File: src/rtl/aes_key_sched_ctrl.sv
// Sequencer for the AES-128 key expander: loads the key, steps rounds 1..NR,
// presents each round key with valid/ready, and arbitrates the shared S-box.
module aes_key_sched_ctrl #(
    parameter int          NR        = 10,
    parameter logic [7:0]  RCON_INIT = 8'h01
) (
    input  logic       clk,
    input  logic       nrst,
    input  logic       start_i,
    input  logic       abort_i,
    output logic       busy_o,
    output logic       done_o,
    output logic       kg_en_o,
    output logic       kg_gen_key_o,
    output logic       kg_next_rnd_o,
    output logic [7:0] kg_rcon_o,
    output logic       sbox_sel_o,
    input  logic       dp_sbox_req_i,
    output logic       dp_sbox_gnt_o,
    output logic       rk_valid_o,
    output logic [3:0] rk_idx_o,
    input  logic       rk_ready_i
);

    typedef enum logic [2:0] {
        S_IDLE,
        S_LOAD,
        S_HOLD,
        S_SUB,
        S_UPD
    } state_t;

    localparam logic [3:0] LAST_RND = 4'(NR);

    state_t     r_state;
    state_t     w_next;
    logic [3:0] r_rnd;
    logic [7:0] r_rcon;
    logic       r_done;
    logic       w_accept;

    function automatic logic [7:0] xtime(input logic [7:0] x);
        return {x[6:0], 1'b0} ^ (x[7] ? 8'h1b : 8'h00);
    endfunction

    assign w_accept = (r_state == S_HOLD) && rk_ready_i;

    // NOTE: sequential state uses non-blocking assignments so every register
    // samples the pre-edge values, independent of process ordering.
    always_ff @(posedge clk or negedge nrst) begin
        if (!nrst) begin
            r_state <= S_IDLE;
        end else begin
            r_state <= w_next;
        end
    end

    always_ff @(posedge clk or negedge nrst) begin
        if (!nrst) begin
            r_rnd  <= 4'd0;
            r_rcon <= RCON_INIT;
            r_done <= 1'b0;
        end else begin
            r_done <= !abort_i && w_accept && (r_rnd == LAST_RND);
            if (abort_i) begin
                r_rnd  <= 4'd0;
                r_rcon <= RCON_INIT;
            end else begin
                case (r_state)
                    S_IDLE: begin
                        if (start_i) begin
                            r_rnd  <= 4'd0;
                            r_rcon <= RCON_INIT;
                        end
                    end
                    S_UPD: begin
                        r_rnd  <= r_rnd + 4'd1;
                        r_rcon <= xtime(r_rcon);
                    end
                    default: ;
                endcase
            end
        end
    end

    // NOTE: every combinational output gets a default first so no path can
    // leave it unassigned and infer a latch.
    always_comb begin
        w_next = r_state;
        if (abort_i) begin
            w_next = S_IDLE;
        end else begin
            case (r_state)
                S_IDLE:  if (start_i) w_next = S_LOAD;
                S_LOAD:  w_next = S_HOLD;
                S_HOLD:  if (rk_ready_i) w_next = (r_rnd == LAST_RND) ? S_IDLE : S_SUB;
                S_SUB:   w_next = S_UPD;
                S_UPD:   w_next = S_HOLD;
                default: w_next = S_IDLE;
            endcase
        end
    end

    always_comb begin
        busy_o        = (r_state != S_IDLE);
        done_o        = r_done;
        kg_en_o       = 1'b0;
        kg_gen_key_o  = 1'b0;
        kg_next_rnd_o = 1'b0;
        kg_rcon_o     = 8'h00;
        sbox_sel_o    = 1'b0;
        rk_valid_o    = 1'b0;
        rk_idx_o      = 4'd0;
        case (r_state)
            S_LOAD: begin
                kg_en_o      = 1'b1;
                kg_gen_key_o = 1'b1;
            end
            S_HOLD: begin
                rk_valid_o = 1'b1;
                rk_idx_o   = r_rnd;
            end
            S_SUB: begin
                kg_en_o    = 1'b1;
                sbox_sel_o = 1'b1;
                kg_rcon_o  = r_rcon;
            end
            S_UPD: begin
                kg_en_o       = 1'b1;
                kg_next_rnd_o = 1'b1;
                kg_rcon_o     = r_rcon;
            end
            default: ;
        endcase
        // The key expander owns the S-box outright during SUB.
        dp_sbox_gnt_o = dp_sbox_req_i && (r_state != S_SUB);
    end

endmodule
File: config.mk
export PLATFORM = sky130hd
export DESIGN_NAME = aes_key_sched_ctrl
export DESIGN_NICKNAME = d
export VERILOG_FILES = /design/src/rtl/aes_key_sched_ctrl.sv
export SDC_FILE = /design/constraint.sdc
export NUM_CORES = 1
export LEC_CHECK = 0
export ABC_AREA = 1
export CORE_MARGIN = 2
export CORE_UTILIZATION = 44
export CTS_BUF_LIST = sky130_fd_sc_hd__clkbuf_8
export DETAILED_ROUTE_END_ITERATION = 8
export GPL_TIMING_DRIVEN = 0
export PLACE_DENSITY = 0.8
export SLEW_MARGIN = 5
export SYNTH_ARGS = -nofsm -noshare
export SYNTH_HDL_FRONTEND = slang
export SYNTH_SLANG_ARGS = --single-unit
File: constraint.sdc
create_clock -name clk -period 1 [get_ports clk]
set_input_delay 0.2 -clock clk [delete_from_list [all_inputs] [get_ports clk]]
set_output_delay 0.2 -clock clk [all_outputs]
set_load 0.01 [all_outputs]
# Yosys cells after proc, flatten, opt, wreduce, memory -nomap -nowiden
# Index checks and enable logic that the tools add are counted.
# Widths: inputs -> output; s select.
# word_totals
regBits	16
latchBits	0
ram_bits	0
mem_bits_ro	0
inputBits	6
output_inout_bits	20
wordCells	46
memories	0
# op_classes
add_sub_neg	1
mul	0
div	0
n_lt_le_gt_ge	0
eq_ne	8
shifts	0
muxes	19
bitwise	1
reduce_logical	13
# ops
op	n
$mux 8	3
$pmux 8 s2	1
$mux 4	3
$pmux 3 s4	1
$mux 3	3
$pmux 4 s2	1
$xor 8x5->8	1
$eq 3x2->1 const B	2
$ne 3x3->1 const B	2
$reduce_bool 3->1	2
$mux 1	5
$mux 5	1
$add 4x1->4 const B	1
$eq 4x4->1 const B	1
$logic_and 1x1->1	4
$reduce_and 2->1	2
$reduce_or 2->1	2
$eq 3x1->1 const B	1
$eq 3x3->1 const B	1
$logic_not 3->1	1
$ne 3x2->1 const B	1
$reduce_or 3->1	1
$mux 2	1
$logic_not 1->1	1

# Logic depth before layout (Yosys ltp)
# Gate-level depths: netlist of the first run.
# depth
ltp_word	5
mapped_depth	7
mapped_depth_nobuf	7

# Least setup slack after synthesis of the first run
# Ideal clock, no wire load.
# synth_timing
path_kind	register to output
from	register r_state[2]
to	output port kg_rcon_o[0]
arrival_ps	1111
required_time_ps	800
path_slack_ps	-311
stages_incl_launch_ff	6
path_buffers	0
cell_sequence	dfrtp_1 -> inv_2 -> nand2_2 -> nor2_2 -> nor2_4 -> nor2_1
# synth_between
elab_chain_cells	3
word_cells_on_any_way	4
cone_classes	2 x eq/ne; 1 x mux; 1 x reduce/logical
# synth_rtl
item	line_no	text
from (decl)	35	state_t r_state;
from (signal assigned)	54	r_state <= w_next;
$eq 3x3->1 or $eq 3x2->1 (tied branches)	114	case (r_state)
$reduce_or 2->1 (no source line) *	n/a	
$mux 8 *	114	
to (decl)	16	output logic [7:0] kg_rcon_o,
# Every way passes the cells marked *; elsewhere a longest branch is shown, timed or not.

# Worst setup path in the final report of the first run
# layout_timing
from	register r_state[0]
to	output port busy_o
# layout_between
elab_chain_cells	1
# layout_rtl
item	line_no	text
$reduce_bool 3->1	105	busy_o = (r_state != S_IDLE);
to (decl)	11	output logic busy_o,
# No other way between the ends.

==> results of run 1 <==
[metal layers]
metal | wire length [um] | part of all wire [%] | vias up | track usage, %
li1 | - | - | 468 | -
met1 | 1163 | 39 | 488 | 27.43
met2 | 1599 | 54 | 43 | 43.86
met3 | 129 | 4.3 | 9 | 3.869
met4 | 92 | 3.1 | 0 | 20.27
met5 | 0 | 0 | - | 0
[per-stage QoR]
stage / util (%) / std cells
finish: 78.06 / 197
CTS: 74.75 / 194
global placement: 63.00 / 170
floorplan: - / 118
detailed placement: 63.00 / 170
global route: 78.06 / 197
[Yosys cell counts]
cell	instances	area share [%]
ha_1	2	2.6
inv_2	3	1.2
dfrtp_1	15	39
nor2_8	1	2.1
xnor2_1	4	3.7
o21ai_1	1	0.53
nor2_2	3	2.0
inv_1	16	6.3
nor3_1	2	1.1
nor2_1	20	7.9
nand2_4	1	1.2
dfstp_2	1	2.8
o21ai_0	2	1.1
nor2_4	1	1.2
a21oi_1	1	0.53
nand2_1	22	8.7
nand2_2	2	1.3
clkbuf_1	1	0.39
o21ai_2	11	10
nand3_1	7	3.7
buf_6	2	2.4
[power groups by stage]
stage | Clock, mW | Sequential, mW | Combinational, mW
finish | 0.590 | 0.697 | 0.884
global route | 0.627 | 0.699 | 0.923
CTS | 0.584 | 0.695 | 0.775
detailed placement | 0 | 0.712 | 0.465
global placement | 0 | 0.711 | 0.455
floorplan | 0 | 0.706 | 0.286
[cells by family (layout without fill, tap and decap cells)]
family,count (synthesis),after routing
adders and majority gates,2,2
and+or+nand+nor,59,59
buffers and inverters,22,74
DFF,16,16
xor gates and xnor gates,4,4
AOI/OAI and AO/OA,15,15
[worst max-delay path: cells and delay by family, from the launching register on]
kind	cells	cell delay, ps
flops	1	450
simple gates	2	190
buf+inv	4	520
[area by class of cell]
type,instances,share of cell area [%]
inverters,19,4.724
plain buffers,3,1.681
flip-flops and latches,16,25.86
repair buffers,48,27.06
clock buffers,4,3.523
multi-input cells,80,34.99
well taps,27,2.162
[how the worst max path moves through the flow]
stage	from	cells after the start	end	slack, ps
after floorplan	r_state[2]	5	kg_rcon_o[0]	-220
after global placement	r_state[2]	6	kg_rcon_o[0]	-740
after detailed placement	r_state[2]	6	kg_rcon_o[2]	-800
after CTS	r_state[0]	7	kg_rcon_o[2]	-560
after global routing	r_state[1]	7	kg_rcon_o[0]	-650
final	r_state[0]	6	busy_o	-610
[flip-flops by register name, indices dropped and copies added, names as in the netlist]
signal and cells:
r_rcon 8, r_rnd 4, r_state 3, done_o 1
[what timing repair did]
| item | in CTS | in global routing |
|---|---|---|
| pin swaps | 8 | 6 |
| setup buffers | 19 | 5 |
| hold buffers | 0 | 0 |
| cloned | 1 | 0 |
| setup endpoints to repair | 35 | 37 |
| resized for setup | 107 | 12 |
==> impl.org, run 1 <==
** Critical path
- Data on the critical path is required at its endpoint by about 800 ps.
- Among the stages of the critical path, the cell type that occurs most often is buf_6.
- CP startpoint kind :: register
- The critical path goes through buf_4 > buf_6 > buf_6 > nor2_4 > nand2_1 > buf_2.
- End of the worst register-to-register path :: r_rcon[7]
- Crit Reg-Reg Startpoint :: r_state[0]
- In this run the worst path has a maximum fanout of 4.
- Cell at the slowest stage of the critical path :: dfrtp_2
- On the worst path, the slowest cell contributes a delay of approximately 450 ps.
- The setup path with the least slack is of type reg -> out.
- Crit path arrival time :: 1410 ps
- Endpoint type of the worst setup path :: output port
- FF-to-FF path depth :: 9
- The setup check on the worst reg-to-reg path leaves a slack of -540 ps.

** Power and ir drop
- Internal power comes to 1.449 mW.
- Across the VDD grid, the largest voltage drop is about 860 uV.
- Part of the power in the clock network :: 27.2%
- Leakage Power :: 0.7583 nW
- Portion of total power attributed to sequential cells :: 32.1%
- Switching Fraction :: between 30% and 40%
- Combinational logic burns about two fifths of the power.
- Summed over all nets, the switching power comes to between 700 and 800 uW.
- The design draws roughly 2.2 mW.
- Power spread over the standard cell area amounts to about 1400 mW/mm2.

** Synthesis
- Synthesized area per cell :: ~8.1 um2
- The synthesized design contains 16 register bits.
- Post-Syn Area :: about 950 um2
- In the synthesized netlist, the number of instances is 118.
- Synth Warn # :: 0
- Adder and majority gate portion of the synthesized area :: between 2 and 3%
- Counting every net in the synthesized netlist gives approximately 130.
- Multiplexer share of the synthesized area :: 0%
- Number of unique standard cell types used by synthesis :: 21
- After synthesis, the largest family of logic cells by area is simple AND/OR/NAND/NOR gates.
- Synthesized-area fraction occupied by xor and xnor cells :: roughly 3.7%
- Summing the areas of all and, or, nand and nor instances in the mapped netlist gives 29.04% of the synthesized area.
- Proportion of synthesized chip area in sequential cells :: a little over two fifths
- Compound-gate portion of the synthesized area :: approximately an eighth

** Routing
- Number of DRC violations after detailed routing :: 0
- Average wire per cell in the routed design :: 15.15 um
- Violation count after the first detailed-route iteration :: 23
- Average vias per placed instance :: slightly above 5
- Residual antenna-violating net count after detailed routing :: 0
- Routed WL :: between 2000 and 3000 um
- The routed layout has around 1k vias.
- The first TritonRoute pass finished after 5 iterations.

** Placement
- The placed instances occupy a cell area of 0.001261 mm2.
- The count of buffers added on input and output ports is 25.
- At the end of routability-driven placement, the weighted congestion stood at around 0.83.
- Total half-perimeter wirelength after legalization and detailed placement :: approximately 1600 um
- Worst slack after detailed placement :: -804.2 ps

** Cells and area
- Fill cell instance count of the final layout :: roughly 130
- Total area of sequential cells :: just over 400 um2
- Antenna diode instance count :: 0
- Highest-count cells in the layout ignoring fill and taps :: 21 x nand2_1, 18 x buf_6, 15 x inv_1, 15 x buf_2, 13 x dfrtp_1
- Summing all multi-input logic gate instances after layout gives roughly 550 um2.
- Fraction of layout cells with a size suffix above 1 :: 53.53%
- The library cell used most frequently in the layout, excluding fill and tap cells, is nand2_1.
- Area of all placed cells without fillers :: ~0.0016 mm2
- For this run, the post-layout net count is 179.
- Area added between synthesis and finish :: 64.13%

** Clock network
- In this run, CTS created clock tree buffers numbering 3.
- CTS tree :: yes
- Clock-pin slew was measured on the worst setup and hold paths at roughly 70 ps.
- Clock latency on the worst-skew pair :: between 200 and 300 ps
- Cell at the root of the clock tree :: clkbuf_8
- Maximum number of buffers from clock root to sink :: 2
- Counting every sink on the clock net gives 16.
- H-Tree Depth :: 1

** Timing
- The worst path uses 161.0% of the clock period.
- For this run, the top clock speed supported by timing is ~0.62 GHz.
- Hold timing on the final database bottoms out at a slack of -14.17 ps.
- Adding up every negative setup slack in the final design gives -17200 ps.
- Final count of negative-setup-slack endpoints :: 34
- The final count of pins violating max slew was 0.
- In this run the tightest slew margin relative to its limit is between 50% and 60%.
- Post-layout worst setup margin :: -610.4 ps
- Number of failing hold endpoints at the final stage :: 15
- The worst path in the final design needs a cycle of approximately 1600 ps, including I/O delays and setup.
- Unrepaired setup endpoints after global routing :: yes
- Slew at the pin with the worst max-slew slack :: ~730 ps
- The clock arrives with 4.053 ps of skew.

** GRT
- Global-route wire length before repair :: roughly 4600 um
- Total grt overflow :: 0
- Entering global routing, the biggest net connects 17 pins.
- The number of global-route vias before repair is just over 1k.
- The number of antenna violations at the first check in global routing is 0.
- Global-route usage over all layers :: around a quarter

** Floorplan
- The die is 50.52 um wide.
- After floorplanning, the core was divided into 16 placement rows.
- The floorplan step defined a core boundary enclosing about 0.0020 mm2.
- 26 I/O pins were placed.
- Full die area :: 0.002552 mm2
- The floorplan step set the die height to a little over 50 um.
- Starting density of the core :: between 40% and 50%

** Run
- Total of max-cap violations :: 0

** Status
- The final reports fail on hold timing, setup timing.
- The run finished, with violations left.

** Min path
- Hold crit path type :: in -> async
Note: power is estimated with default switching activity, not from simulation.
==> run 2, diff against run 1 <==
Settings changed: CELL_PAD_IN_SITES_DETAIL_PLACEMENT from default to 0, CELL_PAD_IN_SITES_GLOBAL_PLACEMENT from default to 1, CORE_UTILIZATION 44 to 32.
==> run 2 against run 1 <==
Net effect: the run ends with setup timing left; power fell by 2.9%; core utilization fell by 22 points; hold slack improved by 28 ps; via count fell by 6.2%; first-iteration DRC count fell by 35%; die area rose by 34%; register-to-register slack improved by 50 ps; clock skew barely moved; critical path depth rose by 1; sequential power barely moved; clock power rose by 0.7%; largest power group unchanged.
==> impl.org, run 2 (synthesis results as in run 1) <==
** Critical path
- The cell family contributing the most delay on the critical path is buffers and inverters.
- The worst setup path is launched from a register.
- Worst stage delay on the critical path :: 410 ps (-40 ps)
- Critical Path Stages :: 7 (+1)
- The worst setup path is captured at an output port.
- The data required time at the worst endpoint came to 800 ps (about the same).
- Crit path arrival time :: 1390 ps (-20 ps)
- On the critical path, the stage with the largest delay is an instance of dfrtp_1.
- The critical path goes through inv_2 > buf_4 > nor2_4 > nor2_4 > buf_12 > nor2_2 > buf_2.
- By instance count, the cell type seen most on the critical path is nor2_4.
- Crit path max fanout :: 8 (+4)
- Startpoint-to-endpoint class of the critical path :: reg -> out
- The depth of the worst register-to-register path came to 9 (unchanged).
- Number of buffers and inverters on the critical path :: 4 (unchanged)

** Clock network
- The clock transition at the registers of the reported paths is 70 ps (about the same).
- Maximum number of buffers from clock root to sink :: 2 (unchanged)
- TritonCTS buffer count :: 3 (unchanged)
- TritonCTS built the clock tree.
- The number of H-tree levels is 1 (unchanged).
- The number of hold buffers added after cts is 0 (unchanged).
- Cell at the root of the clock tree :: clkbuf_8
- The total clock sinks came to 16 (unchanged).
- Clock latency on the worst-skew pair :: 260 ps (about the same)

** Floorplan
- DIE WIDTH :: 58.55 um (+16%)
- The height of the die came to 58.55 um (+16%).
- The overall die area came to 0.003428 mm2 (+34%).
- Starting density of the core :: 34.23% (-13 points)
- I/O pin cnt :: 26 (unchanged)
- Standard-cell row count :: 19 (+3)
- Area of the core region :: 0.002781 mm2 (+39%)

** Cells and area
- The number of nets in the layout is 179 (unchanged).
- Area of the multi-input gates :: 558.0 um2 (+2.1%)
- The register with the most flip-flops in the final layout is r_rcon.
- Fraction of layout cells with a size suffix above 1 :: 57.65% (+4.1 points)
- The area growth from synthesis to layout is 62.55%.
- The library cells used most frequently in the layout, excluding fill and tap cells, are 18 x buf_2, 15 x inv_1, 14 x dfrtp_1.
- Biggest regs :: r_rcon (8), r_rnd (4), r_state (3)
- The flip-flop count of the largest register, all copies and words added came to 8 (unchanged).
- Antenna diode instance count :: 0 (unchanged)
- Most frequent standard cell in the layout excluding fill and tap cells :: buf_2
- The number of fillers in the final layout was 264 (+98%).
- Total area of sequential cells :: 402.9 um2 (-0.31%)

** GRT
- The number of antenna violations at the first check in global routing is 0 (unchanged).
- Global-route wire length before repair :: 4298 um (-7.4%)
- The maximum number of pins on one net before global-route repair came to 17 (unchanged).
- Vias in the first global route :: 954 (-7.9%)
- The remaining global-route overflow is 0 (unchanged).
- The all-layer global routing usage was 16.64% (-8.8 points).

** Timing
- Post-layout worst setup margin :: -589.5 ps (+20.91 ps)
- The number of hold violations in the final report is 0 (-15).
- The smallest hold slack came to 13.66 ps (+27.83 ps).
- The total of endpoints with negative setup slack in the final report was 34 (unchanged).
- The final period demand of the worst path is 1590 ps (-20.91 ps).
- Setup repair after global routing could not meet its margin everywhere.
- Worst clock skew :: 3.903 ps (-0.1497 ps)
- Slew at the pin with the worst max-slew slack :: 790.3 ps (+60.06 ps)
- The final count of pins violating max slew is 0 (unchanged).
- Total negative slack for setup checks :: -16130 ps (+1072 ps)
- Max-slew headroom :: 47.23% (-4.0 points)
- The final clock period utilization by the worst path is 159.0% (-2.1 points).
- Highest Clock Rate :: 0.6291 GHz (+1.3%)

** Routing
- The post-detailed-route via-to-cell ratio was 4.706 (-8.0%).
- Number of DRC violations after detailed routing :: 0 (unchanged)
- The violation count after the first detailed-route iteration is 15 (-35%).
- The total iterations of the first detailed-routing run came to 4 (-1).
- The number of antenna-violating nets in the routed design came to 0 (unchanged).
- Routed WL :: 2606 um (-13%)
- The routed wire length per instance was 12.97 um (-14%).
- The total vias in the final route came to 946 (-6.2%).

** Status
- The flow ran to the end, but the final reports show violations.
- Violated checks :: setup timing

** Placement
- The worst-case setup slack after placement is -746.7 ps (+57.52 ps).
- The final RePlAce weighted congestion came to 0.7579 (-8.2%).
- The half-perimeter wire length of the detailed placement result was 1494 um (-6.4%).
- The number of buffers inserted by port buffering was 25 (unchanged).

** Power and ir drop
- Power density over cell area :: 1361 mW/mm2 (-2.0%)
- Peak VDD IR :: 1197 uV (+39%)
- The leakage power of the design came to 0.7489 nW (-1.2%).
- The sum of internal, switching and leakage power was 2.106 mW (-2.9%).

** Run
- Total of max-cap violations :: 0 (unchanged)

** Min path
- Hold crit path type :: in -> async
-- run 2: cell types whose count changed in the layout (fill, tap and decap cells not counted), moves of 2 or more --
cell / delta
nand2_1: -8
nand2_2: +8
buf_6: -7
buf_2: +3
buf_4: +3
nor2_2: +2
nor2_4: -2
-- run 2: worst paths after layout --
check                          endpoint       start  slack [ps]
max                        kg_rcon_o[6]  r_state[1]        -590
min                              done_o        nrst          10
max reg2reg                   r_rcon[4]  r_state[0]        -490
min reg2reg                   r_rcon[4]   r_rcon[4]         490
max in group asynchronous    r_state[0]        nrst         450
min in group clk              r_rcon[4]   r_rcon[4]         490
-- run 2: final cells by class --
cell class	instances	area share [%]
Tap cell	31	2.506
Clock buffer	4	3.557
Timing Repair Buffer	48	25.38
Buffer	3	1.698
Sequential cell	16	26.03
Multi-Input combinational cell	80	36.06
Inverter	19	4.770
-- run 2: metrics by stage --
| step | area (um2) | std cells | utilization (%) |
|---|---|---|---|
| after floorplan | 977.2 | 118 | - |
| after global placement | 1266 | 174 | 45.52 |
| after detailed placement | 1266 | 174 | 45.52 |
| after CTS | 1458 | 196 | 52.41 |
| after global routing | 1548 | 201 | 55.65 |
| final | 1548 | 201 | 55.65 |
-- run 2: layer usage --
layer | track usage, % | wire [um]
met4 | 6.977 | 44
met5 | 0 | 0
met3 | 5.055 | 148
met2 | 27.61 | 1334
met1 | 19.94 | 1078
-- run 2: worst reg2reg max path, cell delays in order, from the launching register on --
cell	delay, ps
dfrtp_2	450
buf_4	150
buf_6	110
nor2_4	140
buf_6	110
buf_6	90
o21ai_4	60
buf_6	150
nand2_1	60
o21ai_2	50
-- run 2: where the power goes --
group          leakage [nW]  switching [mW]  internal (mW)
clock                0.0288           0.244          0.350
sequential            0.217          0.0304          0.670
combinational         0.503           0.412          0.401
total                 0.749           0.686           1.42
-- run 2: timing repair --
action / in CTS / in global routing
pin swaps: 9 / 8
cloned: 1 / 0
setup buffers: 17 / 8
endpoints found under the setup margin: 35 / 41
endpoints found under the hold margin: 0 / 0
resized for setup: 93 / 23
